[src/rtl/lif_neuron_accum.sv]
// Leaky integrate-and-fire neuron: serially accumulates masked synaptic weights, then leaks, thresholds and fires.
// Latency: out_valid N_SYN+1 cycles after transfer (1 cycle when refractory); in_ready only while idle.
// Optional spike counter (cnt_clr / spike_cnt) compiled in when LIF_SPIKE_COUNT_EN is defined.
module lif_neuron_accum #(
  parameter int N_SYN      = 8,
  parameter int V_W        = 16,
  parameter int THRESH     = 100,
  parameter int V_RESET    = 0,
  parameter int LEAK_SHIFT = 3,
  parameter int T_REF      = 2
) (
  input  logic               clk,
  input  logic               rst_n,
`ifdef LIF_SPIKE_COUNT_EN
  input  logic               cnt_clr,
  output logic [15:0]        spike_cnt,
`endif
  input  logic               in_valid,
  output logic               in_ready,
  input  logic [N_SYN*8-1:0] syn_mask,
  input  logic [N_SYN*8-1:0] syn_weight,
  output logic               out_valid,
  output logic               out_spike,
  output logic [V_W-1:0]     v_mem
);

  localparam int ACC_W = V_W + 4;
  localparam int T_W   = V_W + 5;
  localparam int IDX_W = (N_SYN < 2) ? 1 : $clog2(N_SYN);
  localparam int REF_W = (T_REF < 2) ? 1 : $clog2(T_REF + 1);

  localparam logic [IDX_W-1:0]      IDX_LAST  = IDX_W'(N_SYN - 1);
  localparam logic [REF_W-1:0]      REF_INIT  = REF_W'(T_REF);
  localparam logic signed [V_W-1:0] THRESH_V  = V_W'(THRESH);
  localparam logic signed [V_W-1:0] V_RESET_V = V_W'(V_RESET);
  // Signed V_W range expressed at the wider update width, for saturation.
  localparam logic signed [T_W-1:0] T_MAX = {{(T_W-V_W+1){1'b0}}, {(V_W-1){1'b1}}};
  localparam logic signed [T_W-1:0] T_MIN = {{(T_W-V_W+1){1'b1}}, {(V_W-1){1'b0}}};

  typedef enum logic [1:0] {
    ST_IDLE   = 2'd0,
    ST_ACCUM  = 2'd1,
    ST_UPDATE = 2'd2
  } state_t;

  state_t                  r_state;
  logic [N_SYN*8-1:0]      r_mask;
  logic [N_SYN*8-1:0]      r_weight;
  logic [IDX_W-1:0]        r_idx;
  logic [ACC_W-1:0]        r_acc;
  logic [REF_W-1:0]        r_ref_cnt;
  logic signed [V_W-1:0]   r_v;
  logic                    r_in_ready;
  logic                    r_out_valid;
  logic                    r_out_spike;

  logic [7:0]              w_prod;
  logic [ACC_W-1:0]        w_acc_next;
  logic signed [T_W-1:0]   w_v_ext;
  logic signed [T_W-1:0]   w_leak;
  logic signed [T_W-1:0]   w_acc_ext;
  logic signed [T_W-1:0]   w_t;
  logic signed [V_W-1:0]   w_t_sat;
  logic                    w_fire;

  // Current synapse contribution: mask AND weight, read as signed 8-bit, added to acc.
  always_comb begin
    w_prod     = r_mask[int'(r_idx)*8 +: 8] & r_weight[int'(r_idx)*8 +: 8];
    w_acc_next = r_acc + {{(ACC_W-8){w_prod[7]}}, w_prod};
  end

  // Leak + integrate at full width, then saturate to V_W and compare against threshold.
  always_comb begin
    w_v_ext   = {{(T_W-V_W){r_v[V_W-1]}}, r_v};
    w_leak    = w_v_ext >>> LEAK_SHIFT;
    w_acc_ext = {{(T_W-ACC_W){r_acc[ACC_W-1]}}, r_acc};
    w_t       = w_v_ext - w_leak + w_acc_ext;
    if (w_t > T_MAX) begin
      w_t_sat = T_MAX[V_W-1:0];
    end else if (w_t < T_MIN) begin
      w_t_sat = T_MIN[V_W-1:0];
    end else begin
      w_t_sat = w_t[V_W-1:0];
    end
    w_fire = (w_t_sat >= THRESH_V);
  end

  // Timestep FSM: capture on transfer, serial accumulate, then a single update cycle.
  always_ff @(posedge clk or negedge rst_n) begin
    if (!rst_n) begin
      r_state     <= ST_IDLE;
      r_mask      <= '0;
      r_weight    <= '0;
      r_idx       <= '0;
      r_acc       <= '0;
      r_ref_cnt   <= '0;
      r_v         <= '0;
      r_in_ready  <= 1'b1;
      r_out_valid <= 1'b0;
      r_out_spike <= 1'b0;
    end else begin
      r_out_valid <= 1'b0;
      r_out_spike <= 1'b0;
      case (r_state)
        ST_IDLE: begin
          if (in_valid) begin
            r_mask     <= syn_mask;
            r_weight   <= syn_weight;
            r_idx      <= '0;
            r_acc      <= '0;
            r_in_ready <= 1'b0;
            // A refractory neuron skips integration; its inputs are simply dropped.
            r_state    <= (r_ref_cnt != '0) ? ST_UPDATE : ST_ACCUM;
          end
        end
        ST_ACCUM: begin
          r_acc <= w_acc_next;
          r_idx <= r_idx + 1'b1;
          if (r_idx == IDX_LAST) begin
            r_state <= ST_UPDATE;
          end
        end
        ST_UPDATE: begin
          // ref_cnt is untouched since transfer, so it still tells which path this timestep took.
          if (r_ref_cnt != '0) begin
            r_ref_cnt <= r_ref_cnt - 1'b1;
            r_v       <= V_RESET_V;
          end else if (w_fire) begin
            r_out_spike <= 1'b1;
            r_v         <= V_RESET_V;
            r_ref_cnt   <= REF_INIT;
          end else begin
            r_v <= w_t_sat;
          end
          r_out_valid <= 1'b1;
          r_in_ready  <= 1'b1;
          r_state     <= ST_IDLE;
        end
        default: begin
          r_state    <= ST_IDLE;
          r_in_ready <= 1'b1;
        end
      endcase
    end
  end

  assign in_ready  = r_in_ready;
  assign out_valid = r_out_valid;
  assign out_spike = r_out_spike;
  assign v_mem     = r_v;

`ifdef LIF_SPIKE_COUNT_EN
  logic [15:0] r_spike_cnt;

  // Saturating spike counter; a synchronous clear beats a coincident spike.
  always_ff @(posedge clk or negedge rst_n) begin
    if (!rst_n) begin
      r_spike_cnt <= '0;
    end else if (cnt_clr) begin
      r_spike_cnt <= '0;
    end else if (r_out_valid && r_out_spike && (r_spike_cnt != 16'hFFFF)) begin
      r_spike_cnt <= r_spike_cnt + 16'd1;
    end
  end

  assign spike_cnt = r_spike_cnt;
`endif

endmodule

[config.mk]
export PLATFORM = sky130hd
export DESIGN_NAME = lif_neuron_accum
export DESIGN_NICKNAME = d
export VERILOG_FILES = /design/src/rtl/lif_neuron_accum.sv
export SDC_FILE = /design/constraint.sdc
export NUM_CORES = 1
export LEC_CHECK = 0
export CAP_MARGIN = 20
export CORE_ASPECT_RATIO = 1.75
export CORE_MARGIN = 2
export CORE_UTILIZATION = 59
export CTS_BUF_LIST = sky130_fd_sc_hd__clkbuf_8 sky130_fd_sc_hd__clkbuf_16
export DETAILED_ROUTE_END_ITERATION = 6
export PLACE_DENSITY = 0.89
export SLEW_MARGIN = 20
export SYNTH_ARGS = -nofsm -noshare
export SYNTH_HDL_FRONTEND = slang
export SYNTH_SLANG_ARGS = --single-unit
export TNS_END_PERCENT = 30
[constraint.sdc]
create_clock -name clk -period 7.5 [get_ports clk]
set_clock_uncertainty 0.1 [all_clocks]
set_input_delay 0.75 -clock clk [delete_from_list [all_inputs] [get_ports clk]]
set_output_delay 0.75 -clock clk [all_outputs]
set_load 0.005 [all_outputs]
==> results of run 1 <==
==> final cells by class <==
cell class                 instances  area (um^2)  area share
clock buffer                      21          480      0.0401
clock inverter                    10         90.1     0.00752
inverter                          71          267      0.0222
multi-input combinational        871         4970       0.415
sequential                       174         4360       0.364
tap                              224          280      0.0234
timing repair buffer             154         1530       0.128
==> kinds of logic (layout without fill, tap and decap cells) <==
group	Yosys count	count (layout)
muxes	11	11
AOI/OAI and AO/OA	186	186
buffers and inverters	124	256
xor gates and xnor gates	29	29
and+or+nand+nor	585	585
adders and majority gates	60	60
DFF	174	174
==> per-layer routing <==
metal,up-vias,part of all wire,routed length (um)
li1,4098,-,-
met1,4234,0.36,9410
met2,337,0.54,14000
met3,84,0.045,1180
met4,0,0.052,1360
met5,-,0,0
==> layout by cell type (no fill, tap or decap), types with 15 or more instances in the layout <==
cell type        instances
a21o_1                  15
a21oi_1                 38
clkbuf_16               17
clkdlybuf4s50_1        148
dfrtp_1                172
fa_1                    16
ha_1                    44
inv_1                   72
nand2_1                451
nand3_1                 57
nor2_1                  30
o21ai_0                 63
xnor2_1                 18
==> worst min path at each step <==
stage                        startpoint                       end  slack (ns)  cells after the start
3_5_place_dp   r_weight[18]$_DFFE_PN0P_  r_weight[18]$_DFFE_PN0P_        0.36                      2
3_3_place_gp     r_mask[38]$_DFFE_PN0P_    r_mask[38]$_DFFE_PN0P_        0.36                      2
6_report                          rst_n  r_weight[55]$_DFFE_PN0P_        0.26                      1
4_1_cts                           rst_n  r_weight[55]$_DFFE_PN0P_        0.28                      1
2_1_floorplan                     rst_n       out_spike$_DFF_PN0_        0.35                      0
5_1_grt                           rst_n    r_mask[55]$_DFFE_PN0P_        0.32                      1
==> where the power goes <==
| group | internal, uW | total, uW | switching (uW) |
|---|---|---|---|
| logic | 1440 | 3750 | 2310 |
| registers | 1360 | 1690 | 329 |
| clock network | 489 | 849 | 360 |
==> cells in the mapped netlist (6+ instances only) <==
cell type / n / area share
fa_1: 16 / 0.033
a21oi_1: 38 / 0.019
o31ai_1: 9 / 0.0069
nand2b_1: 8 / 0.0051
nand2_1: 452 / 0.17
mux4_2: 8 / 0.018
xnor2_1: 18 / 0.016
a21o_1: 15 / 0.012
inv_1: 70 / 0.027
nand3_1: 57 / 0.029
clkbuf_1: 45 / 0.017
ha_1: 44 / 0.056
o22ai_1: 9 / 0.0058
dfrtp_1: 173 / 0.44
xor2_1: 11 / 0.0098
nand4_1: 9 / 0.0058
nor3_1: 6 / 0.0031
o21ai_0: 63 / 0.032
nor2_1: 30 / 0.012
==> stage by stage <==
stage / hold slack (ns) / setup slack [ns] / cell area, um^2 / instances
finish: 0.259 / 2.48 / 12000 / 1525
global route: 0.319 / 2.34 / 12000 / 1525
CTS: 0.284 / 2.70 / 12000 / 1525
detailed placement: 0.362 / 2.81 / 11400 / 1494
global placement: 0.357 / 2.87 / 11400 / 1494
floorplan: 0.346 / 3.37 / 9790 / 1169
==> worst max-delay path, cell delays in order (launching register included) <==
cell	delay (ns)
dfrtp_2	1.06
o21ai_0	0.47
mux4_2	0.60
ha_1	0.31
a21oi_1	0.24
o22ai_1	0.19
o2111a_1	0.28
o31ai_1	0.42
a21boi_0	0.30
a41oi_1	0.47
nand2_1	0.15
nor3_1	0.23
a211o_1	0.12
==> state kept, by name, indices dropped and copies added (netlist names), 2 cells and up <==
name       count
r_weight      64
r_idx          3
v_mem         16
r_ref_cnt      2
r_mask        64
r_acc         20
r_state        2
==> impl_metrics.yaml, run 1 <==
status:
  outcome: "finished, final reports clean"
critical_path:
  critical_path_required_ns: 7.77
  reg2reg_from: "r_idx[0]$_DFFE_PN0P_"
  crit_start: "r_idx[0]$_DFFE_PN0P_"
  cp_max_fo: 67
  cp-start-kind: "flop"
  arrival_ns: 5.29
  crit_end: "r_acc[19]$_DFFE_PN0P_"
  r2r_end: "r_acc[19]$_DFFE_PN0P_"
  worstSetupEndpointType: "flop"
  regToRegSetupSlack_ns: 2.48
  crit_type: "reg2reg"
  timing.reg2reg.worst_path_depth: 12
die:
  initial_core_util: 0.598
  fp-row-count: 62
  die_area_um2: 17700
  pin_count: 150
  dieWidth_um: 101
  core_um2: 16400
  die_h_um: 174
sta:
  fmax_mhz: 199
  tightest_slew_ns: 1.06
  fin_crit_sh: 0.669
  layout_min_cycle_time_ns: 5.02
  finalSetupViolCount: 0
  fin_setup_tns_ns: 0
  maxSlewViolCount: 0
  rsz0062_at_grt: "false"
  slew-limit-headroom: 0.295
  hold_viol: 0
cells_and_area:
  nets: 1480
  final_util: 0.732
  syn2layout_area_growth_pct: 22.4
  final_layout_size_suffix_gt1_frac: 0.0500
  insertedDiodeCount: 0
  fill_cells: 1130
pwr:
  p_leak_uw: 0.00583
  p_per_area_nw_per_um2: 525
  total_power_uw: 6280
  ir_drop_uv: 300
clock_network:
  ctsResizeCount: 0
  cts_buffers: 17
  root_buffer: "clkbuf_16"
  cts_setup_buffers: 0
  cts_max_path_buffers: 2
  clock-sinks: 174
  clk_pin_slew_ns: 0.06
  cts_max_level: 4
  cts_tree: "built"
  cts-hold-fix-buffers: 0
  clock_latency_ns: 0.43
synth:
  ys_ff_latch: 174
  async_reset_ff_frac: 1.00
  syn_area_um2: 9790
  syn_inst: 1169
  synth.avg_cell_area_um2: 8.37
  synthAdderAreaFrac: 0.0890
  synth-simple-area-share: 0.244
  synth_top_family_by_area: "simple AND/OR/NAND/NOR gates"
  yosysUniqueCellTypes: 65
  synth_flop_cell: "dfrtp_1"
  synth_warnings: 0
  ys_seq_area_frac: 0.445
  synth_xor_area_frac: 0.0259
  synth_edf_count: 0
  syn_nets: 1360
  synth_compound_area_frac: 0.125
  synth_mux_area_frac: 0.0216
global_routing:
  grt_pass1_wl_um: 43200
  grt-busiest-layer: "met2"
  grt_usage: 0.313
  grt_max_degree: 89
  globalRouteMet2Util: 0.547
  antenna_found_initial: 0
  grt-ovfl-total: 0
  grt_use_met1: 0.353
  first_global_vias: 9141
  grtUsageMet3: 0.0535
detailed_routing:
  vias: 8753
  routed_wl_um: 25900
  dr.pass1.iters: 5
  wl_per_cell_um: 17.0
  ant_nets: 0
  via_per_inst: 5.74
  drt_iter0_drc: 588
  drcViolationCount: 0
worst_hold_path:
  hp-class: "in2async"
job:
  cap_viol_max_count: 0
placement:
  dp_hpwl_um: 18900
  port_buffers: 149
  gp_congestion: 0.890
No activity file was read; power rests on OpenSTA's default activity.
==> inputs of run 2 (changes only) <==
--- a/config.mk
+++ b/config.mk
@@ -8,10 +8,10 @@
 export CAP_MARGIN = 20
 export CORE_ASPECT_RATIO = 1.75
 export CORE_MARGIN = 2
-export CORE_UTILIZATION = 59
+export CORE_UTILIZATION = 50
 export CTS_BUF_LIST = sky130_fd_sc_hd__clkbuf_8 sky130_fd_sc_hd__clkbuf_16
 export DETAILED_ROUTE_END_ITERATION = 6
-export PLACE_DENSITY = 0.89
+export PLACE_DENSITY = 0.81
 export SLEW_MARGIN = 20
 export SYNTH_ARGS = -nofsm -noshare
 export SYNTH_HDL_FRONTEND = slang
==> constraint.sdc (replaced) <==
create_clock -name clk -period 4.5 [get_ports clk]
set_clock_uncertainty 0.1 [all_clocks]
set_input_delay 0.45 -clock clk [delete_from_list [all_inputs] [get_ports clk]]
set_output_delay 0.45 -clock clk [all_outputs]
set_load 0.005 [all_outputs]
==> impl_metrics.yaml, run 2 (same netlist as run 1, synthesis figures left out) <==
status:
  outcome: "finished, final reports clean"
cells_and_area:
  layout_common_cells: "nand2_1 (451), dfrtp_1 (172), clkdlybuf4s50_1 (148), inv_1 (71), o21ai_0 (63)"
  fill_cells: 1611
  stdcell_area_um2: 12100
  seq_area_um2: 4360
  final_util: 0.632
  syn2layout_area_growth_pct: 23.9
  nets: 1494
  final_common_cell: "nand2_1"
  insertedDiodeCount: 0
  reg.largest.list: "r_mask: 64 flops, r_weight: 64 flops, r_acc: 20 flops"
  final_layout_size_suffix_gt1_frac: 0.0638
  multi_input_area_um2: 4990
detailed_routing:
  via_per_inst: 5.55
  wl_per_cell_um: 17.0
  drt_iter0_drc: 568
  routed_wl_um: 26400
  routed.top_layer: "met4"
  wl_met3_um: 963
  drt-met1-wl_um: 9390
  drcViolationCount: 0
  ant_nets: 0
  vias: 8635
  wl_met2_um: 14100
  dr.pass1.iters: 6
job:
  cap_viol_max_count: 0
worst_hold_path:
  hp-class: "in2async"
clock_network:
  clk_pin_slew_ns: 0.07
  cts_buffers: 17
  cts_max_level: 4
  ctsResizeCount: 0
  cts_max_path_buffers: 2
  cts-hold-fix-buffers: 0
  root_buffer: "clkbuf_16"
  clock-sinks: 174
  cts_tree: "built"
  cts_setup_buffers: 0
  clock_latency_ns: 0.43
critical_path:
  arrival_ns: 4.52
  cp-start-kind: "flop"
  critical_path_required_ns: 4.68
  worstSetupEndpointType: "flop"
  crit_type: "reg2reg"
  cp_max_fo: 43
global_routing:
  first_global_vias: 8830
  antenna_found_initial: 0
  grt_max_degree: 113
  grt_pass1_wl_um: 43200
  grt_usage: 0.271
  grt-ovfl-total: 0
placement:
  port_buffers: 149
  dp_hpwl_um: 19700
  placed_area_um2: 11500
  gp_congestion: 1.02
die:
  die_area_um2: 20800
  core_um2: 19200
  dieWidth_um: 110
  fp-row-count: 67
  initial_core_util: 0.510
  die_h_um: 189
  pin_count: 150
sta:
  fin_crit_sh: 0.963
  fmax_mhz: 231
  hold_viol: 0
  finalSetupViolCount: 0
  layout_min_cycle_time_ns: 4.33
  tightest_slew_ns: 0.992
  slew-limit-headroom: 0.339
  maxSlewViolCount: 0
  finalHoldWorstSlack_ns: 0.0592
pwr:
  p_leak_uw: 0.00592
  p_per_area_nw_per_um2: 887
  ir_drop_uv: 455
-- run 2: cell types whose count changed in the layout (fill, tap and decap cells not counted), moves of 2 or more --
cell | previous run | this run
buf_4 | 4 | 18
buf_6 | 2 | 0
clkbuf_8 | 4 | 1
clkinvlp_4 | 1 | 4
inv_6 | 1 | 5
-- run 2: final cells by class --
class | instances | area share
Multi-Input combinational cell | 871 | 0.411
Clock buffer | 17 | 0.0351
Timing Repair Buffer | 168 | 0.136
Sequential cell | 174 | 0.359
Inverter | 71 | 0.0220
Tap cell | 241 | 0.0249
Clock inverter | 15 | 0.0114
-- run 2: per-layer routing --
metal / GRT usage / up-vias
met5: 0 / -
met1: 0.292 / 4129
li1: - / 4128
met3: 0.0434 / 94
met2: 0.472 / 284
met4: 0.186 / 0
-- run 2: stage by stage --
step / total power (uW) / worst slack, ns / TNS, ns / cells
finish: 10800 / 0.166 / 0 / 1557
global route: 11700 / -0.00707 / -0.0140 / 1557
CTS: 10700 / 0.0836 / 0 / 1557
detailed placement: 9210 / 0.114 / 0 / 1525
global placement: 9100 / 0.0971 / 0 / 1525
floorplan: 7260 / 0.372 / 0 / 1169
-- run 2: final timing paths --
| kind | slack [ns] | to | depth (start not counted) | start |
|---|---|---|---|---|
| min in group clk | 0.37 | r_mask[48]$_DFFE_PN0P_ | 2 | r_mask[48]$_DFFE_PN0P_ |
| setup reg to reg | 0.17 | r_acc[18]$_DFFE_PN0P_ | 15 | r_idx[0]$_DFFE_PN0P_ |
| setup / recovery | 0.17 | r_acc[18]$_DFFE_PN0P_ | 15 | r_idx[0]$_DFFE_PN0P_ |
| hold / removal | 0.06 | r_weight[55]$_DFFE_PN0P_ | 1 | rst_n |
| hold reg to reg | 0.37 | r_mask[48]$_DFFE_PN0P_ | 2 | r_mask[48]$_DFFE_PN0P_ |
| max in group asynchronous | 3.19 | r_mask[31]$_DFFE_PN0P_ | 2 | rst_n |
-- run 2: worst max-delay path: stages, from the launching register on --
cell	delay (ns)
dfrtp_4	0.58
buf_12	0.22
nand3_1	0.08
o21ai_0	0.18
mux4_2	0.56
ha_1	0.24
fa_1	0.43
a21o_1	0.18
a21o_1	0.20
a21oi_1	0.23
o21ai_0	0.24
a211oi_2	0.36
a211o_1	0.19
a31o_2	0.15
xor2_1	0.15
o21ai_0	0.09
-- run 2: power breakdown --
part	total (uW)	internal [uW]	switching (uW)
logic	6590	2640	3950
clock network	1420	770	652
registers	2750	2270	483
total	10800	5680	5090
==> inputs of run 3 (changes only) <==
--- a/config.mk
+++ b/config.mk
@@ -5,15 +5,13 @@
 export SDC_FILE = /design/constraint.sdc
 export NUM_CORES = 1
 export LEC_CHECK = 0
-export CAP_MARGIN = 20
 export CORE_ASPECT_RATIO = 1.75
 export CORE_MARGIN = 2
 export CORE_UTILIZATION = 50
 export CTS_BUF_LIST = sky130_fd_sc_hd__clkbuf_8 sky130_fd_sc_hd__clkbuf_16
 export DETAILED_ROUTE_END_ITERATION = 6
 export PLACE_DENSITY = 0.81
-export SLEW_MARGIN = 20
+export SLEW_MARGIN = 0
 export SYNTH_ARGS = -nofsm -noshare
 export SYNTH_HDL_FRONTEND = slang
 export SYNTH_SLANG_ARGS = --single-unit
-export TNS_END_PERCENT = 30
==> impl_metrics.yaml, run 3 (same netlist as run 1, synthesis figures left out) <==
detailed_routing:
  dr.pass1.iters: 6
  drt_iter0_drc: 672
  routed_wl_um: 26400
  wl_per_cell_um: 16.9
  ant_nets: 0
  drcViolationCount: 0
  via_per_inst: 5.48
  vias: 8528
sta:
  hold_viol: 0
  layout_min_cycle_time_ns: 4.28
  rsz0062_at_grt: "false"
  fmax_mhz: 234
  fin_crit_sh: 0.950
  finalSetupViolCount: 0
  tightest_slew_ns: 1.32
  slew-limit-headroom: 0.123
  maxSlewViolCount: 0
  fin_setup_tns_ns: 0
critical_path:
  cp-start-kind: "flop"
  arrival_ns: 4.44
  cpPeakStageDelay_ns: 0.58
  cp_max_fo: 43
  path_buf_inv: 1
  crit_family: "compound AO/OA/AOI/OAI gates"
  regToRegSetupSlack_ns: 0.22
  critical_path_required_ns: 4.66
  crit_type: "reg2reg"
  cp_slowest_cell: "dfrtp_4"
  worstSetupEndpointType: "flop"
  crit_chain: "buf_12 -> nand3_1 -> o21ai_0 -> mux4_2 -> ha_1 -> fa_1 -> a21o_1 -> a21o_1 -> a21oi_1 -> o21ai_1 -> a211oi_2 -> a211o_1 -> a31o_2 -> xor2_1 -> o21ai_0"
clock_network:
  cts-hold-fix-buffers: 0
  clock-sinks: 174
  clock_latency_ns: 0.44
  cts_max_path_buffers: 2
  cts_buffers: 17
  root_buffer: "clkbuf_16"
  cts_max_level: 4
  clk_pin_slew_ns: 0.07
  cts_tree: "built"
pwr:
  seq_power_share: 0.252
  p_per_area_nw_per_um2: 893
  p_sw_uw: 5130
  swShare: 0.472
  ir_drop_uv: 487
  p_leak_uw: 0.00592
  p_int_uw: 5730
  pwr-share-clk: 0.137
  power_frac_comb: 0.610
cells_and_area:
  final_common_cell: "nand2_1"
  final_layout_size_suffix_gt1_frac: 0.0646
  nets: 1494
  reg.largest.list: "r_mask: 64 flops, r_weight: 64 flops, r_acc: 20 flops"
  insertedDiodeCount: 0
  stdcell_area_um2: 12200
  syn2layout_area_growth_pct: 24.2
  layout_common_cells: "nand2_1 (451), dfrtp_1 (172), clkdlybuf4s50_1 (148), inv_1 (70), o21ai_0 (62)"
  final_util: 0.633
  fill_cells: 1599
worst_hold_path:
  hp-class: "in2async"
status:
  outcome: "finished, final reports clean"
die:
  die_area_um2: 20800
  die_h_um: 189
  core_um2: 19200
  fp-row-count: 67
  dieWidth_um: 110
  initial_core_util: 0.510
  pin_count: 150
placement:
  gp_congestion: 1.02
  dp_hpwl_um: 19700
  placed_area_um2: 11500
  port_buffers: 149
global_routing:
  antenna_found_initial: 0
  grt_max_degree: 113
  grt-ovfl-total: 0
  grt_pass1_wl_um: 43100
  first_global_vias: 8817
  grt_usage: 0.271
job:
  cap_viol_max_count: 0
run 3: area by class of cell:
type                       instances  area [um^2]  share of cell area
tap                              241          302              0.0248
clock inverter                    15          161              0.0133
clock buffer                      17          425              0.0350
timing repair buffer             168         1650               0.136
sequential                       174         4360               0.359
inverter                          71          267              0.0219
multi-input combinational        871         4990               0.411
run 3: power by group through the flow:
stage               combinational [uW]  clock [uW]  sequential (uW)
floorplan                         4650           0             2610
global placement                  6380           0             2720
detailed placement                6460           0             2760
CTS                               6520        1500             2740
global route                      7330        1560             2830
finish                            6630        1490             2740
run 3: metrics by stage:
step           cells  power [uW]  worst slack [ns]  hold slack [ns]
6_report        1557       10900             0.223           0.0586
3_5_place_dp    1525        9220            0.0694            0.362
5_1_grt         1557       11700            0.0231            0.146
4_1_cts         1557       10800            0.0247            0.117
2_1_floorplan   1169        7260             0.372           0.0544
3_3_place_gp    1525        9100            0.0971            0.358
run 3: timing repair:
item / CTS / global route
setup endpoints to repair: 0 / 19
gates resized for setup: 0 / 9
setup buffers: 0 / 0
run 3: per-layer routing:
metal	part of all wire	global-route usage	wire length, um	up-vias
li1	-	-	-	4131
met1	0.36	0.296	9520	4068
met2	0.54	0.481	14200	248
met3	0.037	0.0465	963	81
met4	0.063	0.154	1660	0
met5	0	0	0	-
run 3: path summary, 6_finish.rpt:
kind                            cells after the start                      from                       end
worst max-delay path                               15      r_idx[0]$_DFFE_PN0P_     r_acc[18]$_DFFE_PN0P_
worst min-delay path                                1                     rst_n  r_weight[55]$_DFFE_PN0P_
worst max register to register                     15      r_idx[0]$_DFFE_PN0P_     r_acc[18]$_DFFE_PN0P_
worst min register to register                      2  r_weight[39]$_DFFE_PN0P_  r_weight[39]$_DFFE_PN0P_
max in group asynchronous                           2                     rst_n  r_weight[45]$_DFFE_PN0P_
min in group clk                                    2  r_weight[39]$_DFFE_PN0P_  r_weight[39]$_DFFE_PN0P_
